===== src/rtl/piso_shiftout_if.sv =====
// piso_shiftout_if: word-load handshake plus serial output bundle for piso_shiftout.
//   slave  modport: the transmitter (consumes D/L, drives rdy/SO/SV/last).
//   master modport: the word producer / serial consumer side.
interface piso_shiftout_if #(
  parameter int W = 4
);
  logic [W-1:0] D;
  logic         L;
  logic         rdy;
  logic         SO;
  logic         SV;
  logic         last;

  modport slave (
    input  D,
    input  L,
    output rdy,
    output SO,
    output SV,
    output last
  );

  modport master (
    output D,
    output L,
    input  rdy,
    input  SO,
    input  SV,
    input  last
  );
endinterface


===== src/rtl/piso_shiftout.sv =====
// piso_shiftout: parallel-in, serial-out transmitter with valid/last framing.
// Optional feature macro: PISO_PARITY_EN (appends an even-parity bit, N = W+1).
//
// Handshake: a word is accepted on a rising edge of C where E=1, L=1 and rdy=1.
// rdy is combinational from state (high when idle, or on the final bit of a
// frame so the next word can load gaplessly). L while rdy=0 is ignored and D is
// don't-care whenever no load is accepted. SV qualifies SO; last marks the
// final bit of each frame. Nothing changes on edges with E=0.
module piso_shiftout #(
  parameter int W         = 4,
  parameter int MSB_FIRST = 0
) (
  input  logic                C,
  input  logic                aRn,
  input  logic                E,
  piso_shiftout_if.slave      bus,
  output logic                state_dbg
);

`ifdef PISO_PARITY_EN
  localparam int N = W + 1;
`else
  localparam int N = W;
`endif
  localparam int CW = $clog2(W + 1);

  typedef enum logic {IDLE = 1'b0, SHIFT = 1'b1} state_t;

  state_t          state_q, state_d;
  logic [W-1:0]    sr_q, sr_d;
  logic [CW-1:0]   cnt_q, cnt_d;
  logic            so_q, so_d;
  logic            sv_q, sv_d;
  logic            last_q, last_d;
  logic            rdy;
`ifdef PISO_PARITY_EN
  logic            par_q, par_d;
`endif

  assign rdy       = (state_q == IDLE) | ((state_q == SHIFT) & last_q);
  assign bus.rdy   = rdy;
  assign bus.SO    = so_q;
  assign bus.SV    = sv_q;
  assign bus.last  = last_q;
  assign state_dbg = (state_q == SHIFT);

  // Next-state and datapath: load, advance one bit, or close the frame.
  always_comb begin
    state_d = state_q;
    sr_d    = sr_q;
    cnt_d   = cnt_q;
    so_d    = so_q;
    sv_d    = sv_q;
    last_d  = last_q;
`ifdef PISO_PARITY_EN
    par_d   = par_q;
`endif
    if (E) begin
      if (bus.L && rdy) begin
        // Accept a word: first bit goes straight to SO, the rest wait in sr.
        state_d = SHIFT;
        cnt_d   = '0;
        sv_d    = 1'b1;
        last_d  = 1'b0;
        if (MSB_FIRST != 0) begin
          so_d = bus.D[W-1];
          sr_d = {bus.D[W-2:0], 1'b0};
        end else begin
          so_d = bus.D[0];
          sr_d = {1'b0, bus.D[W-1:1]};
        end
`ifdef PISO_PARITY_EN
        par_d = ^bus.D;
`endif
      end else if (state_q == SHIFT) begin
        if (last_q) begin
          // Frame done with no follow-on word: drop framing and go idle.
          state_d = IDLE;
          cnt_d   = '0;
          so_d    = 1'b0;
          sv_d    = 1'b0;
          last_d  = 1'b0;
        end else begin
          cnt_d = cnt_q + CW'(1);
          if (MSB_FIRST != 0) begin
            so_d = sr_q[W-1];
            sr_d = {sr_q[W-2:0], 1'b0};
          end else begin
            so_d = sr_q[0];
            sr_d = {1'b0, sr_q[W-1:1]};
          end
`ifdef PISO_PARITY_EN
          // After the last data bit the parity bit is presented.
          if (cnt_q == CW'(W - 1)) begin
            so_d = par_q;
          end
`endif
          last_d = (cnt_d == CW'(N - 1));
        end
      end
    end
  end

  // State and datapath registers; reset discards any frame in flight.
  always_ff @(posedge C or negedge aRn) begin
    if (!aRn) begin
      state_q <= IDLE;
      sr_q    <= '0;
      cnt_q   <= '0;
      so_q    <= 1'b0;
      sv_q    <= 1'b0;
      last_q  <= 1'b0;
`ifdef PISO_PARITY_EN
      par_q   <= 1'b0;
`endif
    end else begin
      state_q <= state_d;
      sr_q    <= sr_d;
      cnt_q   <= cnt_d;
      so_q    <= so_d;
      sv_q    <= sv_d;
      last_q  <= last_d;
`ifdef PISO_PARITY_EN
      par_q   <= par_d;
`endif
    end
  end

endmodule


===== src/flat_wrapper.sv =====
// flat-port wrapper written by rule: the top's interface ports become plain ports
module piso_shiftout_flat 
#(
  parameter int W         = 4,
  parameter int MSB_FIRST = 0
)
  (C, aRn, E, state_dbg, bus_D, bus_L, bus_rdy, bus_SO, bus_SV, bus_last);
  piso_shiftout_if #(.W(W)) bus_i ();
  input  logic C;
  input  logic aRn;
  input  logic E;
  output logic state_dbg;
  input wire logic [$bits(bus_i.D)-1:0] bus_D;
  input wire logic [$bits(bus_i.L)-1:0] bus_L;
  output wire logic [$bits(bus_i.rdy)-1:0] bus_rdy;
  output wire logic [$bits(bus_i.SO)-1:0] bus_SO;
  output wire logic [$bits(bus_i.SV)-1:0] bus_SV;
  output wire logic [$bits(bus_i.last)-1:0] bus_last;
  assign bus_i.D = bus_D;
  assign bus_i.L = bus_L;
  assign bus_rdy = bus_i.rdy;
  assign bus_SO = bus_i.SO;
  assign bus_SV = bus_i.SV;
  assign bus_last = bus_i.last;
  piso_shiftout #(.W(W), .MSB_FIRST(MSB_FIRST)) u_core (.C(C), .aRn(aRn), .E(E), .bus(bus_i), .state_dbg(state_dbg));
endmodule

===== config.mk =====
export PLATFORM = sky130hd
export DESIGN_NAME = piso_shiftout_flat
export DESIGN_NICKNAME = d
export VERILOG_FILES = /design/src/rtl/piso_shiftout_if.sv /design/src/rtl/piso_shiftout.sv /design/src/flat_wrapper.sv
export SDC_FILE = /design/constraint.sdc
export NUM_CORES = 1
export LEC_CHECK = 0
export CORE_AREA = 2 2 39 41
export DETAILED_ROUTE_END_ITERATION = 8
export DIE_AREA = 0 0 41 43
export PLACE_DENSITY_LB_ADDON = 0.3
export SLEW_MARGIN = 20
export SYNTH_ARGS = -nofsm -noshare
export SYNTH_HDL_FRONTEND = slang
export SYNTH_SLANG_ARGS = --single-unit

===== constraint.sdc =====
create_clock -name C -period 3.2 [get_ports C]
set_input_delay 0.32 -clock C [delete_from_list [all_inputs] [get_ports C]]
set_output_delay 0.32 -clock C [all_outputs]
set_load 0.02 [all_outputs]

# Word level (Yosys, flattened, before mapping)
# Cells that the tools add are included.
# Widths: inputs -> output; s select.
[op_classes] add_sub_neg=1 n_eq_ne=2 n_mux=18 n_bitwise=3 reduce_logical=6
[ops] cell="$mux 1" n=12
[ops] cell="$mux 4" n=3
[ops] cell="$mux 3" n=3
[ops] cell="$reduce_and 3->1" n=2
[ops] cell="$reduce_bool 2->1" n=2
[ops] cell="$add 3x1->3 const B" n=1
[ops] cell="$eq 3x2->1 const B" n=1
[ops] cell="$ne 2x2->1 const B" n=1
[ops] cell="$reduce_and 2->1" n=1
[ops] cell="$and 1x1->1" n=1
[ops] cell="$logic_and 1x1->1" n=1
[ops] cell="$not 1->1" n=1
[ops] cell="$or 1x1->1" n=1
[word_totals] regBits=11 inputBits=8 elab_cells=36

# Depth between registers and ports, before layout
# Gate-level depths: netlist (run 1).
[depth] depth_word=5 depth_mapped=4 mapped_depth_nobuf=4

# Worst setup path before layout (run 1)
# No wires, ideal clock.
[synth_path] path_type="register -> register" from="reg u_core.state_q (netlist: u_core.state_dbg)" to="reg u_core.sr_q[2]" arrival_ns=1.229 required_time_ns=3.079 setup_slack_ns=1.850 path_stages_with_launch=5 period_less_slack_ns=1.350 cell_sequence="dfrtp_1 > nor2b_4 > inv_2 > and3_4 > a22o_1"
[synth_via] elab_chain_cells=5 word_cells_on_any_way=8 cone_classes="eq/ne (1); mux (1); bitwise (3); reduce/logical (3)"
[synth_rtl] element="from (decl)" line_no="piso_shiftout.sv:29" text="state_t state_q, state_d;"
[synth_rtl] element="from (signal assigned)" line_no="piso_shiftout.sv:117" text="state_q <= state_d;"
[synth_rtl] element="$and 1x1->1 or $not 1->1 (tied branches)" line_no="piso_shiftout.sv:40" text="assign rdy = (state_q == IDLE) | ((state_q == SHIFT) & last_q);"
[synth_rtl] element="$or 1x1->1 (*)" line_no="piso_shiftout.sv:40"
[synth_rtl] element="via bus_rdy" line_no="flat_wrapper.sv:15" text="output wire logic [$bits(bus_i.rdy)-1:0] bus_rdy;"
[synth_rtl] element="$logic_and 1x1->1 (*)" line_no="piso_shiftout.sv:59" text="if (bus.L && rdy) begin"
[synth_rtl] element="$ne 2x2->1 (no line) or $reduce_bool 2->1 (tied branches)"
[synth_rtl] element="$reduce_and 3->1 (no line)"
[synth_rtl] element="to (signal assigned)" line_no="piso_shiftout.sv:118" text="sr_q <= sr_d;"
[synth_rtl] element="to (decl)" line_no="piso_shiftout.sv:30" text="logic [W-1:0] sr_q, sr_d;"
# The timed path passes the listed nets; every way through them passes the cells marked *.
# A chain may end at the register's enable or synchronous reset.

# Worst setup path in the final report (run 1)
[layout_path] from="reg u_core.state_q (netlist: u_core.state_dbg)" to="out bus_rdy"
[layout_via] elab_chain_cells=2 word_cells_on_any_way=3 cone_classes="bitwise (3)"
[layout_rtl] element="$and 1x1->1 or $not 1->1 (tied branches)" line_no="piso_shiftout.sv:40"
[layout_rtl] element="$or 1x1->1 (*)" line_no="piso_shiftout.sv:40"
[layout_rtl] element="to (decl)" line_no="flat_wrapper.sv:15"
# Mark *: on every way between the ends. The rest lies on a longest branch, timed or not.

==> flow_summary.ini, run 1 <==
[power]
leakage_nw = 0.308
netSwitchingFraction = 0.379
cellPowerDensity_nw_per_um2 = 916
p_seq_frac = 0.371
max-vdd-ir-drop_v = 0.000349
clockPowerShare = 0.179
combPwrFrac = 0.450
p_total_mw = 0.632
power.switching_mw = 0.240
p_int_mw = 0.392

[setup_path]
worst_setup_path_end_kind = output pin
critPathKind = reg -> out
cp_max_fo = 9
start_kind = register
cp-startpoint = u_core.state_dbg
required_ns = 2.88
r2r-start = u_core.state_dbg
arrival_ns = 1.64

[synthesis]
synth_edf_count = 0
muxShareOfSynthArea = 0
synth_top_family_by_area = compound AO/OA/AOI/OAI gates
synth_cells = 53
async_reset_ff_frac = 1.00
synth_seq_area_share = 0.465
syn_area_per_cell_um2 = 10.2
synth_area_um2 = 538
yosys.area_share.simple = 0.188
synth-compound-area-share = 0.223
synth-xor-area-share = 0.0163
postSynth.topFlopCell = dfrtp_1
syn_nets = 63
ys_types = 23
ys_warn_count = 0
synth_fa_ha_area_frac = 0.0465
synth_seq_cells = 10

[timing]
post-route-min-period_ns = 1.96
fin_setup_tns_ns = 0
period_share = 0.613
setup_viol = 0
rsz0062_at_grt = no
fin_worst_skew_ns = 0.00981
fmax_ghz = 0.510
slew_violations = 0
tightestPinTransition_ns = 0.456
max_slew_margin = 0.695
hold_viol_final = 0

[clock_tree]
cts_sinks = 10
clockRootBuffer = clkbuf_4
numCtsBuffers = 3
cts.repair.resized = 0
cts_tree = yes
cts.htree.levels = 1
post_cts_buffers = 0
clkTransAtPathRegs_ns = 0.07
clockBufferDepth = 2
worstSkewPairLatency_ns = 0.27
ctsHoldBuffers = 0

[floorplanning]
die_h_um = 43
coreArea_um2 = 1380
io_pins = 13
initial_core_util = 0.389
die_w_um = 41
rows = 14
dieArea_um2 = 1760

[grt]
antenna_found_initial = 0
grt_pass1_vias = 448
track_usage = 0.162
grt_pass1_wl_mm = 1.91
grt_max_degree = 14
gr-total-overflow = 0

[routing]
via_count = 429
routed_wirelength_mm = 1.06
drcViolationCount = 0
first_pass_iters = 4
viasPerCell = 5.17
antenna_left = 0
drt_iter0_drc = 6
post_drt_wl_per_cell_um = 12.8

[placed_design]
port-buffer-count = 12
gp_congestion = 0.709
hpwlAfterDp_um = 769

[layout]
layout_common_cells = clkdlybuf4s50_1 (12), dfrtp_1 (10), o21ai_0 (8)
drive_gt1_frac = 0.149
antenna_cells = 0
final_common_cell = clkdlybuf4s50_1
finish.utilization = 0.498
num-nets-final = 78
area_growth_pct = 28.1

[run]
drv_cap = 0

[status]
status = completed

[hold_path]
hold_class = in -> async
-- cell families after synthesis --
| kind of cell | after synthesis |
|---|---|
| AOI/OAI and AO/OA | 18 |
| and+or+nand+nor | 18 |
| DFF | 10 |
| buffers and inverters | 4 |
| adders and majority gates | 2 |
| xor gates and xnor gates | 1 |
-- worst max-delay path: stages (launching register included) --
cell and delay [ns]:
dfrtp_1 0.50, nor2b_4 0.27, inv_2 0.07, clkdlybuf4s50_1 0.53
-- sequential cells by signal (all words and copies together), names as in the netlist --
register          flops
u_core.state_dbg      1
u_core.bus.SO         1
u_core.sr_q           3
u_core.bus.SV         1
u_core.bus.last       1
u_core.cnt_q          3
-- area by class of cell --
class	instances	area, um2
inverter	2	7.51
tap	16	20.0
clock buffer	4	36.3
sequential	10	250
fill	126	694
timing repair buffer	12	120
multi-input combinational	39	255
-- power groups by stage --
stage,registers [mW],clock network [mW],logic [mW]
after detailed placement,0.235,0,0.285
after floorplan,0.252,0,0.161
after global placement,0.231,0,0.285
final,0.234,0.113,0.284
after global routing,0.245,0.124,0.318
after CTS,0.234,0.116,0.288
-- per-stage QoR --
stage | area (um2) | std cells | hold slack, ns | setup WS (ns)
final | 689 | 83 | 0.363 | 1.24
after CTS | 689 | 83 | 0.376 | 1.25
after floorplan | 538 | 53 | 0.0244 | 1.85
after global placement | 653 | 79 | 0.500 | 1.51
after detailed placement | 653 | 79 | 0.508 | 1.49
after global routing | 689 | 83 | 0.406 | 1.14
-- synthesized netlist by cell type (all sizes together), types with 2 or more instances --
| cell | instances | area (um2) |
|---|---|---|
| o21ai | 8 | 40.0 |
| dfrtp | 10 | 250 |
| nor2 | 2 | 7.51 |
| nand3b | 2 | 15.0 |
| nor2b | 2 | 20.0 |
| nand3 | 3 | 15.0 |
| a22o | 4 | 38.8 |
| a21oi | 2 | 10.0 |
| inv | 2 | 7.50 |
| ha | 2 | 25.0 |
| nand2 | 7 | 26.3 |
-- final timing paths --
check	endpoint	slack, ns	cells past startpoint
setup / recovery	bus_rdy	1.24	3
hold / removal	u_core.bus.SO	0.36	1
setup reg to reg	u_core.sr_q[0]	1.85	3
hold reg to reg	u_core.sr_q[2]	0.52	1
max in group asynchronous	u_core.bus.SV	2.51	1
min in group C	u_core.sr_q[2]	0.52	1
-- layer usage --
layer,part of all wire,GRT usage,wire length (um)
met1,0.42,0.202,445
met2,0.50,0.241,536
met3,0.076,0.0838,81
met4,0,0.0400,0
met5,0,0,0
Note: power is estimated with default switching activity, not from simulation.
==> run 2, diff against run 1 <==
- clock period: 3.2 -> 1.88 ns (I/O delays scaled with it)
==> flow_summary.ini, run 2 (synthesis results as in run 1) <==
[floorplanning]
die_h_um = 43
initial_core_util = 0.389
coreArea_um2 = 1380
rows = 14
io_pins = 13
dieArea_um2 = 1760
die_w_um = 41

[setup_path]
critical_path.top_delay_family = buffers and inverters
start_kind = register
critPathKind = reg -> out
cpPeakStageDelay_ns = 0.53
cp_max_fo = 9
crit_path_top_delay_cell = clkdlybuf4s50_1
arrival_ns = 1.60
worst_setup_path_end_kind = output pin
cp_cell_sequence = nor2b_4 -> inv_2 -> clkdlybuf4s50_1
required_ns = 1.69
crit_buf_inv = 2

[layout]
fillers = 137
fin_cells = 83
drive_gt1_frac = 0.149
multi_input_area_um2 = 255
final_common_cell = clkdlybuf4s50_1
final-seq-area_um2 = 250
fin_area_um2 = 683
layout_common_cells = clkdlybuf4s50_1 (12), dfrtp_1 (10), o21ai_0 (8)
num-nets-final = 79
area_growth_pct = 27.0
antenna_cells = 0
top_regs = u_core.cnt_q x3, u_core.sr_q x3

[timing]
setup_viol = 0
fin_setup_tns_ns = 0
post-route-min-period_ns = 1.79
period_share = 0.952
slew_violations = 0
fin_worst_skew_ns = 0.00983
hold_ws_ns = 0.245
fmax_ghz = 0.559
hold_viol_final = 0
rsz0062_at_grt = no
max_slew_margin = 0.676
tightestPinTransition_ns = 0.484

[grt]
gr-total-overflow = 0
antenna_found_initial = 0
grt_max_degree = 11
grt_pass1_vias = 456
track_usage = 0.158
grt_pass1_wl_mm = 1.84

[power]
leakage_nw = 0.305
p_int_mw = 0.626
max-vdd-ir-drop_v = 0.000520
clockPowerShare = 0.142
combPwrFrac = 0.474
power.switching_mw = 0.409
p_seq_frac = 0.384
netSwitchingFraction = 0.395
p_total_mw = 1.04
cellPowerDensity_nw_per_um2 = 1520

[clock_tree]
numCtsBuffers = 3
ctsHoldBuffers = 0
clockBufferDepth = 2
cts_sinks = 10
cts_tree = yes
cts.repair.resized = 0
clockRootBuffer = clkbuf_4
post_cts_buffers = 0
clkTransAtPathRegs_ns = 0.07
worstSkewPairLatency_ns = 0.27
cts.htree.levels = 1

[routing]
drcViolationCount = 0
routed_wirelength_mm = 1.11
viasPerCell = 5.23
first_pass_iters = 2
via_count = 434
drt_iter0_drc = 3
antenna_left = 0
post_drt_wl_per_cell_um = 13.4

[hold_path]
hold_class = in -> async

[placed_design]
place_area_um2 = 661
port-buffer-count = 12
dp.cells = 80
hpwlAfterDp_um = 822
gp_congestion = 0.704

[status]
status = completed

[run]
drv_cap = 0
run 2: cell count changes in the layout (fill, tap and decap cells not counted), sizes merged:
cell / change
buf: +1
clkbuf: -1
run 2: final cells by class:
| class | instances | share of cell area |
|---|---|---|
| multi-input cells | 39 | 0.374 |
| clock buffers | 3 | 0.0330 |
| well taps | 16 | 0.0293 |
| flip-flops and latches | 10 | 0.366 |
| repair buffers | 13 | 0.187 |
| inverters | 2 | 0.0110 |
run 2: final timing paths:
check,slack (ns),start,depth (start not counted),end
max,0.09,u_core.state_dbg,3,bus_rdy
min,0.25,aRn,1,u_core.bus.SO
max reg2reg,0.58,u_core.state_dbg,3,u_core.sr_q[1]
min reg2reg,0.53,u_core.sr_q[1],1,u_core.sr_q[1]
max in group asynchronous,1.30,aRn,1,u_core.bus.SV
min in group C,0.52,bus_D[3],2,u_core.sr_q[2]
run 2: through the flow:
| step | setup WS (ns) | utilization |
|---|---|---|
| finish | 0.0897 | 0.494 |
| global route | 0.0174 | 0.494 |
| CTS | 0.0982 | 0.494 |
| detailed placement | 0.376 | 0.477 |
| global placement | 0.401 | 0.477 |
| floorplan | 0.530 | - |
run 2: worst reg2reg max path: cells and delay by family (launching register included):
family | cells | cell delay [ns]
compound gates | 2 | 0.46
flops | 1 | 0.48
simple gates | 1 | 0.26
run 2: power groups by stage:
stage,Combinational [mW],Clock (mW),Sequential [mW]
after floorplan,0.274,0,0.428
after global placement,0.488,0,0.395
after detailed placement,0.495,0,0.400
after CTS,0.497,0.152,0.394
after global routing,0.546,0.161,0.412
final,0.491,0.147,0.398
run 2: routing by layer:
layer	GRT usage	vias to the layer above	wire [um]
li1	-	219	-
met1	0.172	205	495
met2	0.259	10	535
met3	0.0942	0	82
met4	0.0200	0	0
met5	0	-	0
